$ cat src/rtl/mem_sweeper_pkg.sv
// Shared types and helpers for the memory sweeper.
//   state_e   : sequencer states
//   MODE_*    : values of the mode input
//   pattern() : deterministic write data for a word index
//   sat_inc() : 16-bit saturating increment for the error counter
package mem_sweeper_pkg;

  typedef enum logic [2:0] {
    S_IDLE, S_WR_REQ, S_RD_REQ, S_GAP, S_DWELL, S_DONE
  } state_e;

  localparam logic MODE_READ_LOOP = 1'b0;
  localparam logic MODE_VERIFY    = 1'b1;

  // Pattern math is done wide; callers truncate to their data width.
  localparam int PAT_W = 64;

  function automatic logic [PAT_W-1:0] pattern(input logic [PAT_W-1:0] seed,
                                               input logic [PAT_W-1:0] idx);
    return seed + idx;
  endfunction

  function automatic logic [15:0] sat_inc(input logic [15:0] v);
    return (v == 16'hFFFF) ? v : v + 16'd1;
  endfunction

endpackage

$ cat src/rtl/mem_sweeper_if.sv
// Valid/ready memory bus between the sweeper (master) and a memory (slave).
//   mem_valid/mem_ready : request handshake, completes when both are high
//   mem_addr            : byte address
//   mem_wdata/mem_wstrb : write data and byte enables (wstrb==0 means read)
//   mem_rdata           : read data, valid with mem_ready
interface mem_sweeper_if #(
  parameter int ADDR_W = 32,
  parameter int DATA_W = 32
);
  logic                  mem_valid;
  logic                  mem_ready;
  logic [ADDR_W-1:0]     mem_addr;
  logic [DATA_W-1:0]     mem_wdata;
  logic [DATA_W/8-1:0]   mem_wstrb;
  logic [DATA_W-1:0]     mem_rdata;

  modport master (output mem_valid, mem_addr, mem_wdata, mem_wstrb,
                  input  mem_ready, mem_rdata);
  modport slave  (input  mem_valid, mem_addr, mem_wdata, mem_wstrb,
                  output mem_ready, mem_rdata);
endinterface

$ cat src/rtl/mem_sweeper_txn.sv
// Single-transaction bus engine.
//   issue_i + addr/wdata/wstrb : launch a request (only while no request is open)
//   cpl_o : mem_ready seen on an open request (same cycle as the handshake)
//   tmo_o : request open TIMEOUT_CYCLES cycles without mem_ready
//   bus   : master side of the memory bus; request fields are registered and
//           stay stable until the request closes.
module mem_sweeper_txn #(
  parameter int ADDR_W         = 32,
  parameter int DATA_W         = 32,
  parameter int TIMEOUT_CYCLES = 1024
) (
  input  logic                clk,
  input  logic                reset_n,
  input  logic                issue_i,
  input  logic [ADDR_W-1:0]   addr_i,
  input  logic [DATA_W-1:0]   wdata_i,
  input  logic [DATA_W/8-1:0] wstrb_i,
  output logic                cpl_o,
  output logic                tmo_o,
  mem_sweeper_if.master       bus
);
  localparam int TO_W = $clog2(TIMEOUT_CYCLES + 1);

  logic                valid_q, valid_d;
  logic [ADDR_W-1:0]   addr_q, addr_d;
  logic [DATA_W-1:0]   wdata_q, wdata_d;
  logic [DATA_W/8-1:0] wstrb_q, wstrb_d;
  logic [TO_W-1:0]     cnt_q, cnt_d;

  always_comb begin
    // ready on the last allowed cycle still counts as success
    cpl_o   = valid_q & bus.mem_ready;
    tmo_o   = valid_q & ~bus.mem_ready & (cnt_q == TO_W'(TIMEOUT_CYCLES - 1));
    valid_d = valid_q;
    addr_d  = addr_q;
    wdata_d = wdata_q;
    wstrb_d = wstrb_q;
    cnt_d   = cnt_q;
    if (issue_i) begin
      valid_d = 1'b1;
      addr_d  = addr_i;
      wdata_d = wdata_i;
      wstrb_d = wstrb_i;
      cnt_d   = '0;
    end else if (cpl_o || tmo_o) begin
      valid_d = 1'b0;
    end else if (valid_q) begin
      cnt_d = cnt_q + 1'b1;
    end
  end

  always_ff @(posedge clk) begin
    if (!reset_n) begin
      valid_q <= 1'b0;
      addr_q  <= '0;
      wdata_q <= '0;
      wstrb_q <= '0;
      cnt_q   <= '0;
    end else begin
      valid_q <= valid_d;
      addr_q  <= addr_d;
      wdata_q <= wdata_d;
      wstrb_q <= wstrb_d;
      cnt_q   <= cnt_d;
    end
  end

  assign bus.mem_valid = valid_q;
  assign bus.mem_addr  = addr_q;
  assign bus.mem_wdata = wdata_q;
  assign bus.mem_wstrb = wstrb_q;

endmodule

$ cat src/rtl/mem_sweeper.sv
// Memory exerciser: read-loop (endless scan with dwell for LED display) or
// write-verify (write pattern, read back, count mismatches).
//   start/mode/stop : run control (mode sampled on accepted start)
//   bus             : memory bus master
//   busy/done/error/timeout/err_count : run status (flags sticky per run)
//   cur_index       : word index of current or last transaction
//   display         : low byte of the last completed read
module mem_sweeper
  import mem_sweeper_pkg::*;
#(
  parameter int              ADDR_W         = 32,
  parameter int              DATA_W         = 32,
  parameter logic [ADDR_W-1:0] BASE_ADDR    = '0,
  parameter int              NUM_WORDS      = 10,
  parameter int              DWELL_TICKS    = 2_500_000,
  parameter int              TIMEOUT_CYCLES = 1024,
  parameter logic [31:0]     SEED           = 32'hA5A5_0000,
  localparam int             IDX_W          = (NUM_WORDS > 1) ? $clog2(NUM_WORDS) : 1
) (
  input  logic             clk,
  input  logic             reset_n,
  input  logic             start,
  input  logic             mode,
  input  logic             stop,
  mem_sweeper_if.master    bus,
  output logic             busy,
  output logic             done,
  output logic             error,
  output logic             timeout,
  output logic [15:0]      err_count,
  output logic [IDX_W-1:0] cur_index,
  output logic [7:0]       display
);
  localparam int               STRB_W  = DATA_W / 8;
  localparam logic [IDX_W-1:0] LAST    = IDX_W'(NUM_WORDS - 1);
  localparam int               DW_W    = (DWELL_TICKS > 1) ? $clog2(DWELL_TICKS) : 1;
  localparam logic [DW_W-1:0]  DW_LOAD = DW_W'((DWELL_TICKS > 0) ? DWELL_TICKS - 1 : 0);

  state_e           state_q, state_d;
  logic [IDX_W-1:0] idx_q, idx_d, nxt_idx, iss_idx;
  logic             mode_q, mode_d, rd_phase_q, rd_phase_d, stop_pend_q, stop_pend_d;
  logic [DW_W-1:0]  dwell_q, dwell_d;
  logic             busy_q, busy_d, done_q, done_d, error_q, error_d, timeout_q, timeout_d;
  logic [15:0]      errc_q, errc_d;
  logic [7:0]       disp_q, disp_d;
  logic             issue, iss_wr, cpl, tmo;
  logic [ADDR_W-1:0] iss_addr;
  logic [DATA_W-1:0] iss_wdata;
  logic [STRB_W-1:0] iss_wstrb;

  always_comb begin
    state_d     = state_q;
    idx_d       = idx_q;
    mode_d      = mode_q;
    rd_phase_d  = rd_phase_q;
    stop_pend_d = stop_pend_q;
    dwell_d     = dwell_q;
    busy_d      = busy_q;
    done_d      = done_q;
    error_d     = error_q;
    timeout_d   = timeout_q;
    errc_d      = errc_q;
    disp_d      = disp_q;
    issue       = 1'b0;
    iss_wr      = 1'b0;
    iss_idx     = idx_q;
    nxt_idx     = (idx_q == LAST) ? '0 : idx_q + 1'b1;

    case (state_q)
      S_IDLE, S_DONE: if (start) begin
        mode_d      = mode;
        rd_phase_d  = (mode == MODE_READ_LOOP);
        stop_pend_d = 1'b0;
        busy_d      = 1'b1;
        done_d      = 1'b0;
        error_d     = 1'b0;
        timeout_d   = 1'b0;
        errc_d      = '0;
        issue       = 1'b1;
        iss_wr      = (mode == MODE_VERIFY);
        iss_idx     = '0;
      end
      S_WR_REQ, S_RD_REQ: begin
        // stop only takes effect once the open read has completed
        if (mode_q == MODE_READ_LOOP && stop) stop_pend_d = 1'b1;
        if (cpl) begin
          state_d = S_GAP;
          if (state_q == S_RD_REQ) begin
            disp_d = bus.mem_rdata[7:0];
            if (mode_q == MODE_VERIFY) begin
              if (bus.mem_rdata != DATA_W'(pattern(PAT_W'(SEED), PAT_W'(idx_q)))) begin
                error_d = 1'b1;
                errc_d  = sat_inc(errc_q);
              end
              if (idx_q == LAST) begin
                state_d = S_DONE;
                done_d  = 1'b1;
                busy_d  = 1'b0;
              end
            end else if (stop || stop_pend_q) begin
              state_d = S_IDLE;
              busy_d  = 1'b0;
            end else if (DWELL_TICKS > 0) begin
              state_d = S_DWELL;
              dwell_d = DW_LOAD;
            end
          end
        end else if (tmo) begin
          state_d   = S_DONE;
          timeout_d = 1'b1;
          done_d    = 1'b1;
          busy_d    = 1'b0;
        end
      end
      S_GAP: begin
        if (mode_q == MODE_READ_LOOP) begin
          if (stop) begin
            state_d = S_IDLE;
            busy_d  = 1'b0;
          end else begin
            issue   = 1'b1;
            iss_idx = nxt_idx;
          end
        end else if (!rd_phase_q && idx_q == LAST) begin
          // writes finished: restart the index for the read-back pass
          rd_phase_d = 1'b1;
          issue      = 1'b1;
          iss_idx    = '0;
        end else begin
          issue   = 1'b1;
          iss_wr  = ~rd_phase_q;
          iss_idx = nxt_idx;
        end
      end
      S_DWELL: begin
        if (stop) begin
          state_d = S_IDLE;
          busy_d  = 1'b0;
        end else if (dwell_q == '0) begin
          issue   = 1'b1;
          iss_idx = nxt_idx;
        end else begin
          dwell_d = dwell_q - 1'b1;
        end
      end
      default: state_d = S_IDLE;
    endcase

    if (issue) begin
      idx_d   = iss_idx;
      state_d = iss_wr ? S_WR_REQ : S_RD_REQ;
    end
    iss_addr  = BASE_ADDR + (ADDR_W'(iss_idx) << 2);
    iss_wdata = iss_wr ? DATA_W'(pattern(PAT_W'(SEED), PAT_W'(iss_idx))) : '0;
    iss_wstrb = iss_wr ? '1 : '0;
  end

  always_ff @(posedge clk) begin
    if (!reset_n) begin
      state_q     <= S_IDLE;
      idx_q       <= '0;
      mode_q      <= 1'b0;
      rd_phase_q  <= 1'b0;
      stop_pend_q <= 1'b0;
      dwell_q     <= '0;
      busy_q      <= 1'b0;
      done_q      <= 1'b0;
      error_q     <= 1'b0;
      timeout_q   <= 1'b0;
      errc_q      <= '0;
      disp_q      <= '0;
    end else begin
      state_q     <= state_d;
      idx_q       <= idx_d;
      mode_q      <= mode_d;
      rd_phase_q  <= rd_phase_d;
      stop_pend_q <= stop_pend_d;
      dwell_q     <= dwell_d;
      busy_q      <= busy_d;
      done_q      <= done_d;
      error_q     <= error_d;
      timeout_q   <= timeout_d;
      errc_q      <= errc_d;
      disp_q      <= disp_d;
    end
  end

  mem_sweeper_txn #(
    .ADDR_W(ADDR_W), .DATA_W(DATA_W), .TIMEOUT_CYCLES(TIMEOUT_CYCLES)
  ) u_txn (
    .clk     (clk),
    .reset_n (reset_n),
    .issue_i (issue),
    .addr_i  (iss_addr),
    .wdata_i (iss_wdata),
    .wstrb_i (iss_wstrb),
    .cpl_o   (cpl),
    .tmo_o   (tmo),
    .bus     (bus)
  );

  assign busy      = busy_q;
  assign done      = done_q;
  assign error     = error_q;
  assign timeout   = timeout_q;
  assign err_count = errc_q;
  assign cur_index = idx_q;
  assign display   = disp_q;

endmodule

$ cat src/flat_wrapper.sv
// flat-port wrapper written by rule: the top's interface ports become plain ports
module mem_sweeper_flat import mem_sweeper_pkg::*;
#(
  parameter int              ADDR_W         = 32,
  parameter int              DATA_W         = 32,
  parameter logic [ADDR_W-1:0] BASE_ADDR    = '0,
  parameter int              NUM_WORDS      = 10,
  parameter int              DWELL_TICKS    = 2_500_000,
  parameter int              TIMEOUT_CYCLES = 1024,
  parameter logic [31:0]     SEED           = 32'hA5A5_0000,
  localparam int             IDX_W          = (NUM_WORDS > 1) ? $clog2(NUM_WORDS) : 1
)
  (clk, reset_n, start, mode, stop, busy, done, error, timeout, err_count, cur_index, display, bus_mem_valid, bus_mem_addr, bus_mem_wdata, bus_mem_wstrb, bus_mem_ready, bus_mem_rdata);
  mem_sweeper_if #(.ADDR_W(ADDR_W), .DATA_W(DATA_W)) bus_i ();
  input  logic clk;
  input  logic reset_n;
  input  logic start;
  input  logic mode;
  input  logic stop;
  output logic busy;
  output logic done;
  output logic error;
  output logic timeout;
  output logic [15:0] err_count;
  output logic [IDX_W-1:0] cur_index;
  output logic [7:0] display;
  output wire logic [$bits(bus_i.mem_valid)-1:0] bus_mem_valid;
  output wire logic [$bits(bus_i.mem_addr)-1:0] bus_mem_addr;
  output wire logic [$bits(bus_i.mem_wdata)-1:0] bus_mem_wdata;
  output wire logic [$bits(bus_i.mem_wstrb)-1:0] bus_mem_wstrb;
  input wire logic [$bits(bus_i.mem_ready)-1:0] bus_mem_ready;
  input wire logic [$bits(bus_i.mem_rdata)-1:0] bus_mem_rdata;
  assign bus_mem_valid = bus_i.mem_valid;
  assign bus_mem_addr = bus_i.mem_addr;
  assign bus_mem_wdata = bus_i.mem_wdata;
  assign bus_mem_wstrb = bus_i.mem_wstrb;
  assign bus_i.mem_ready = bus_mem_ready;
  assign bus_i.mem_rdata = bus_mem_rdata;
  mem_sweeper #(.ADDR_W(ADDR_W), .DATA_W(DATA_W), .BASE_ADDR(BASE_ADDR), .NUM_WORDS(NUM_WORDS), .DWELL_TICKS(DWELL_TICKS), .TIMEOUT_CYCLES(TIMEOUT_CYCLES), .SEED(SEED)) u_core (.clk(clk), .reset_n(reset_n), .start(start), .mode(mode), .stop(stop), .bus(bus_i), .busy(busy), .done(done), .error(error), .timeout(timeout), .err_count(err_count), .cur_index(cur_index), .display(display));
endmodule
$ cat config.mk
export PLATFORM = sky130hd
export DESIGN_NAME = mem_sweeper_flat
export DESIGN_NICKNAME = d
export VERILOG_FILES = /design/src/rtl/mem_sweeper_pkg.sv /design/src/rtl/mem_sweeper_if.sv /design/src/rtl/mem_sweeper_txn.sv /design/src/rtl/mem_sweeper.sv /design/src/flat_wrapper.sv
export SDC_FILE = /design/constraint.sdc
export NUM_CORES = 1
export LEC_CHECK = 0
export BUFFER_PORTS_ARGS = -buffer_cell sky130_fd_sc_hd__buf_2
export CAP_MARGIN = 10
export CORE_MARGIN = 3
export CORE_UTILIZATION = 45
export CTS_CLUSTER_SIZE = 40
export DETAILED_ROUTE_END_ITERATION = 8
export PLACE_DENSITY_LB_ADDON = 0.2
export SLEW_MARGIN = 20
export SYNTH_ARGS = -nofsm -noshare
export SYNTH_HDL_FRONTEND = slang
export SYNTH_SLANG_ARGS = --single-unit
$ cat constraint.sdc
create_clock -name clk -period 2.1 [get_ports clk]
set_input_delay 0.42 -clock clk [delete_from_list [all_inputs] [get_ports clk]]
set_output_delay 0.42 -clock clk [all_outputs]
set_load 0.02 [all_outputs]
After elaboration in Yosys (flattened, before gate mapping). Cells that the tools add are included.

Flip-flop bits (word level): 108. Latch bits: 0. Memory bits (writable): 0. Bits in read-only memories: 0. Output and inout port bits: 101. Logic and storage cells: 169. Memories kept: 0.

Add/sub/neg operators: 6. $mul: 0. Div/mod/pow operators: 0. $lt $le $gt $ge: 0. Equal/unequal tests: 34. Shifts and indexed selects: 0. Mux-type cells: 77. Bitwise operators: 9. Reductions and logical operators: 27.

Operators with widths (count): $mux 22 (6); $mux 16 (6); $add 32x4->32 const A (2); $pmux 22 s2 (1); $mux 1 (34); $mux 32 (1); $mux 4 (8); $ne 32x32->1 (1); $pmux 16 s2 (1); $mux 3 (9); $logic_not 22->1 (1); $sub 22x1->22 const B (1); $reduce_and 7->1 (3); $ne 2x1->1 const B (9); $add 16x1->16 const B (1); $eq 16x16->1 const B (1); $ne 2x2->1 const B (8); $pmux 1 s2 (6); $pmux 3 s4 (1); $pmux 4 s3 (1); $reduce_and 6->1 (2); $add 11x1->11 const B (1); $eq 11x10->1 const B (1); $ne 3x3->1 const B (3); other kinds (25) (45).

Logic depth before layout (Yosys ltp).
Word-level depth: 7. Mapped depth: 9. Gate-level depth less buffers: 7.

Cells and area by module. Synthesis repeated with hierarchy kept, for this count alone.

Cell total of the unflattened synthesis: 723. Area, all modules: 6655.1 µm².

Modules (own cells, without submodules): mem_sweeper (instances 1, cells an instance 439, area each 3448.3 µm²); mem_sweeper_txn (instances 1, cells an instance 284, area each 3206.8 µm²).

Worst setup path before layout. OpenSTA, ideal clock, no wires.

Path kind: flip-flop to flip-flop. Start: reg u_core.dwell_q[0]. End: reg u_core.dwell_q[10]. Arrival time: 1.996 ns. Required time: 2.026 ns. Path slack: 0.030 ns. Stages on the path, launching flop included: 10. Path buffers: 2. Cell sequence: dfxtp_1 inv_1 ha_1 nor4b_1 nand3_1 o21ai_1 buf_2 buf_4 o21ai_0 a31oi_1.

Word-level cells in the longest chain between the ends: 4. Elaborated cells between the ends (all ways): 7. Classes of those cells: add/sub: 1; eq/ne: 1; mux: 3; reduce/logical: 2.

Ends and longest elaborated chain: start, declared (RTL line mem_sweeper.sv:42) `logic [DW_W-1:0] dwell_q, dwell_d;`; start signal, assigned (RTL line mem_sweeper.sv:178) `dwell_q <= dwell_d;`; $sub 22x1->22 (RTL line mem_sweeper.sv:143) `dwell_d = dwell_q - 1'b1;`; $mux 22 (RTL line mem_sweeper.sv:139) `end else if (dwell_q == '0) begin`; $mux 22 (RTL line mem_sweeper.sv:136) `if (stop) begin`; $pmux 22 s2 (RTL line mem_sweeper.sv:69) `case (state_q)`.

Several ways; a longest one is shown, not always the timed one. The select of a mux whose other input is x is not followed. A chain may end at the register's enable or synchronous reset.

Worst setup path after layout.
Start: reg u_core.state_q[1]. End: reg u_core.errc_q[15] (netlist: u_core.err_count[15]).

Word-level cells in the longest chain between the ends: 4. Elaborated cells between the ends (all ways): 15. Classes of those cells: eq/ne: 9; mux: 1; reduce/logical: 5.

Ends and longest elaborated chain: start, declared (RTL line mem_sweeper.sv:39) `state_e state_q, state_d;`; start signal, assigned (RTL line mem_sweeper.sv:173) `state_q <= state_d;`; $eq 3x1->1, or another cell as far along (RTL line mem_sweeper.sv:69); $reduce_or 2->1 (RTL line mem_sweeper.sv:69); $ne 2x2->1 (no source line), or another cell as far along; $reduce_and 7->1 (no source line); end signal, assigned (RTL line mem_sweeper.sv:183) `errc_q <= errc_d;`; end, declared (RTL line mem_sweeper.sv:44) `logic [15:0] errc_q, errc_d;`.

Several ways; a longest one is shown, not always the timed one.

==> reports/metrics.cfg <==
[global_route]
overflow=0
gr-usage-met2=0.361
grt_max_degree=35
grt_pass1_wl_um=19500
use_met3=0.0379
grt.met1_usage=0.262
grt_pass1_vias=4039
busiest_layer=met2
antenna_found_initial=0
gr-usage-all-layers=0.206

[worst_setup_path]
path_max_fanout=26
crit_chain=nand2b_2 -> o211ai_1 -> a211o_1 -> buf_12 -> or4_1 -> a21oi_1
crit_buf_inv=1
crit_type=reg -> reg
critPathTopFamily=simple AND/OR/NAND/NOR gates
crit_path_max_incr_delay_ns=0.50
reg2reg_depth=6
cp.required_ns=2.38
cp-end-kind=flip-flop
critPathLaunchType=flip-flop
cp_num_cells=6
critPathArrivalTime_ns=2.26
slowest_stage=or4_1

[floorplanning]
die_w_um=107
core_area_um2=9860
start_util=0.467
rows=36
chipHeight_um=107
die_area_um2=11500
io_pins=139

[timing]
finalClockSkew_ns=0.0117
timing.final.crit_share=0.947
setup_viol=0
max_freq_mhz=503
rsz0062_at_grt=false
finalHoldViolations=0
finalCriticalPeriod_ns=1.99
tns_ns=0
slew_viol_final=0

[final_layout]
postLayoutCoreUtil=0.560
drive_above_1_share=0.274
areaGrowthSynthToFinish_pct=20.1
diodes=0
instances_no_fill=812
fin_nets=719

[synth]
synth-xor-area-share=0.0378
synth_edf_count=0
netlist-cell-type-count=62
synthCells=554
synth_compound_area_frac=0.185
yosys.area_share.adder=0.0163
synth_seq_cells=77
synth.largest_area_cell=dfxtp_1
yosysMostFrequentCell=dfxtp_1
netlist.area_leader.share=0.335
synth_top_family_by_area=simple AND/OR/NAND/NOR gates
synth_ff_type=dfxtp_1
synth_area_um2=4600
async_reset_ff_frac=0
synth_area_leaders=dfxtp_1, buf_4, a21oi_1
ys_seq_area_frac=0.335
synthMuxAreaShare=0.0348
synthSimpleGateAreaFrac=0.257
yosys_warnings=0
synthTopCellsByCount=dfxtp_1, buf_4, nor2_1, a21oi_1, nand2_1
avgSynthCellArea_um2=8.31

[placement]
detailed_place_hpwl_um=9140
dp_cells=795
gp_congestion=0.954
portBuffers=90

[clock_tree]
holdBufCountCts=0
htree_levels=3
cts_tree=done
cts_sinks=77
clock_latency_ns=0.35
clk_path_buf_depth=2
numCtsBuffers=9
root_buffer=clkbuf_8
path_clk_slew_ns=0.08

[route]
wl_um=11900
via_count=4448
vias_per_cell=5.48
dr.pass1.iters=8
drtIter0Drc=224
drc_errors=0
wl_per_cell_um=14.7
ant_nets=0

[worst_hold_path]
hp-class=in -> reg
holdPathStages=3

[job]
maxCapViolations=0

[power]
power_w=0.00544
power.density_nw_per_um2=985
peakVddDrop_mv=0.572
power_leakage_nw=2.33

[outcome]
status=complete, no violations

where the power goes:
group | internal, W | switching (W) | leakage (nW) | total (W)
clock | 0.000574 | 0.000547 | 0.0992 | 0.00112
combinational | 0.00104 | 0.00151 | 1.61 | 0.00255
sequential | 0.00160 | 0.000172 | 0.623 | 0.00177
total | 0.00322 | 0.00223 | 2.33 | 0.00544
worst reg2reg max path: cells and delay by family, from the launching register on:
| kind | cells | cell delay [ns] |
|---|---|---|
| AOI/OAI and AO/OA | 3 | 0.61 |
| buffers and inverters | 1 | 0.17 |
| DFF | 1 | 0.44 |
| and+or+nand+nor | 2 | 0.71 |
routing by layer:
metal	share of wire	wire, um	vias up
met1	0.41	4940	2067
met2	0.49	5870	188
met5	0	0	-
met3	0.081	967	13
li1	-	-	2180
met4	0.012	142	0
logic make-up after synthesis:
logic type,after synthesis
other,1
adder cells (fa/ha/maj),6
XOR/XNOR,19
flip-flops,77
AO/OA/AOI/OAI,127
buffers and inverters,96
multiplexers,16
AND/OR/NAND/NOR,212
final timing paths:
check,to,slack [ns],startpoint
worst min-delay path,u_core.display[7]$_SDFFE_PN0P_,0.32,bus_mem_rdata[7]
worst min register to register,u_core.u_txn.cnt_q[10]$_SDFFE_PP0P_,0.47,u_core.u_txn.cnt_q[10]$_SDFFE_PP0P_
worst max register to register,u_core.err_count[15]$_SDFFE_PN0P_,0.11,u_core.state_q[1]$_SDFFE_PN0P_
worst max-delay path,u_core.err_count[15]$_SDFFE_PN0P_,0.11,u_core.state_q[1]$_SDFFE_PN0P_
timing repair:
action                                  4_1_cts  5_1_grt
cloned                                        0        1
setup buffers                                 0        1
endpoints found under the hold margin         0        0
endpoints found under the setup margin        2       28
resized for setup                             2       15
pin swaps                                     0        2
stage by stage:
stage	area, um2	setup slack (ns)	hold WS (ns)
detailed placement	5260	0.0130	0.460
global route	5530	0.0174	0.333
global placement	5260	0.0666	0.447
CTS	5460	0.0262	0.322
floorplan	4780	0.0300	0.436
finish	5530	0.112	0.324
flip-flops by register name, indices dropped and copies added, names as in the netlist:
name / flops
u_core.dwell_q: 22
u_core.err_count: 16
u_core.u_txn.cnt_q: 11
u_core.display: 8
u_core.cur_index: 4
u_core.u_txn.bus.mem_wdata: 4
u_core.state_q: 3
u_core.busy: 1
u_core.done: 1
u_core.error: 1
u_core.mode_q: 1
u_core.rd_phase_q: 1
u_core.stop_pend_q: 1
u_core.timeout: 1
u_core.u_txn.bus.mem_valid: 1
u_core.u_txn.bus.mem_wstrb: 1
placed cells by master, fill, tap and decap left out, types with 4 or more instances in the layout:
master	n
and2_1	6
nor4_1	4
nand2_1	34
buf_4	57
o211ai_1	7
a31oi_1	9
a32o_1	4
nand3_1	28
nor3_1	8
o31ai_1	22
or4_1	20
xor2_1	11
dfxtp_1	75
a21o_1	6
nor2_1	40
clkbuf_8	10
o21ai_0	9
mux2i_1	16
o21ai_1	4
inv_1	8
nand2b_1	9
a21oi_1	36
buf_2	91
ha_1	6
xnor2_1	7
or3_1	14
a211oi_1	7
nand4_1	14
conb_1	48
final cells by class:
| cell class | count | area (um2) |
|---|---|---|
| clock buffers | 11 | 141 |
| flip-flops and latches | 77 | 1540 |
| well taps | 133 | 166 |
| inverters | 9 | 33.8 |
| multi-input cells | 428 | 2680 |
| clock inverters | 4 | 48.8 |
| fillers | 929 | 4340 |
| repair buffers | 150 | 915 |
No activity file was read; power rests on OpenSTA's default activity.
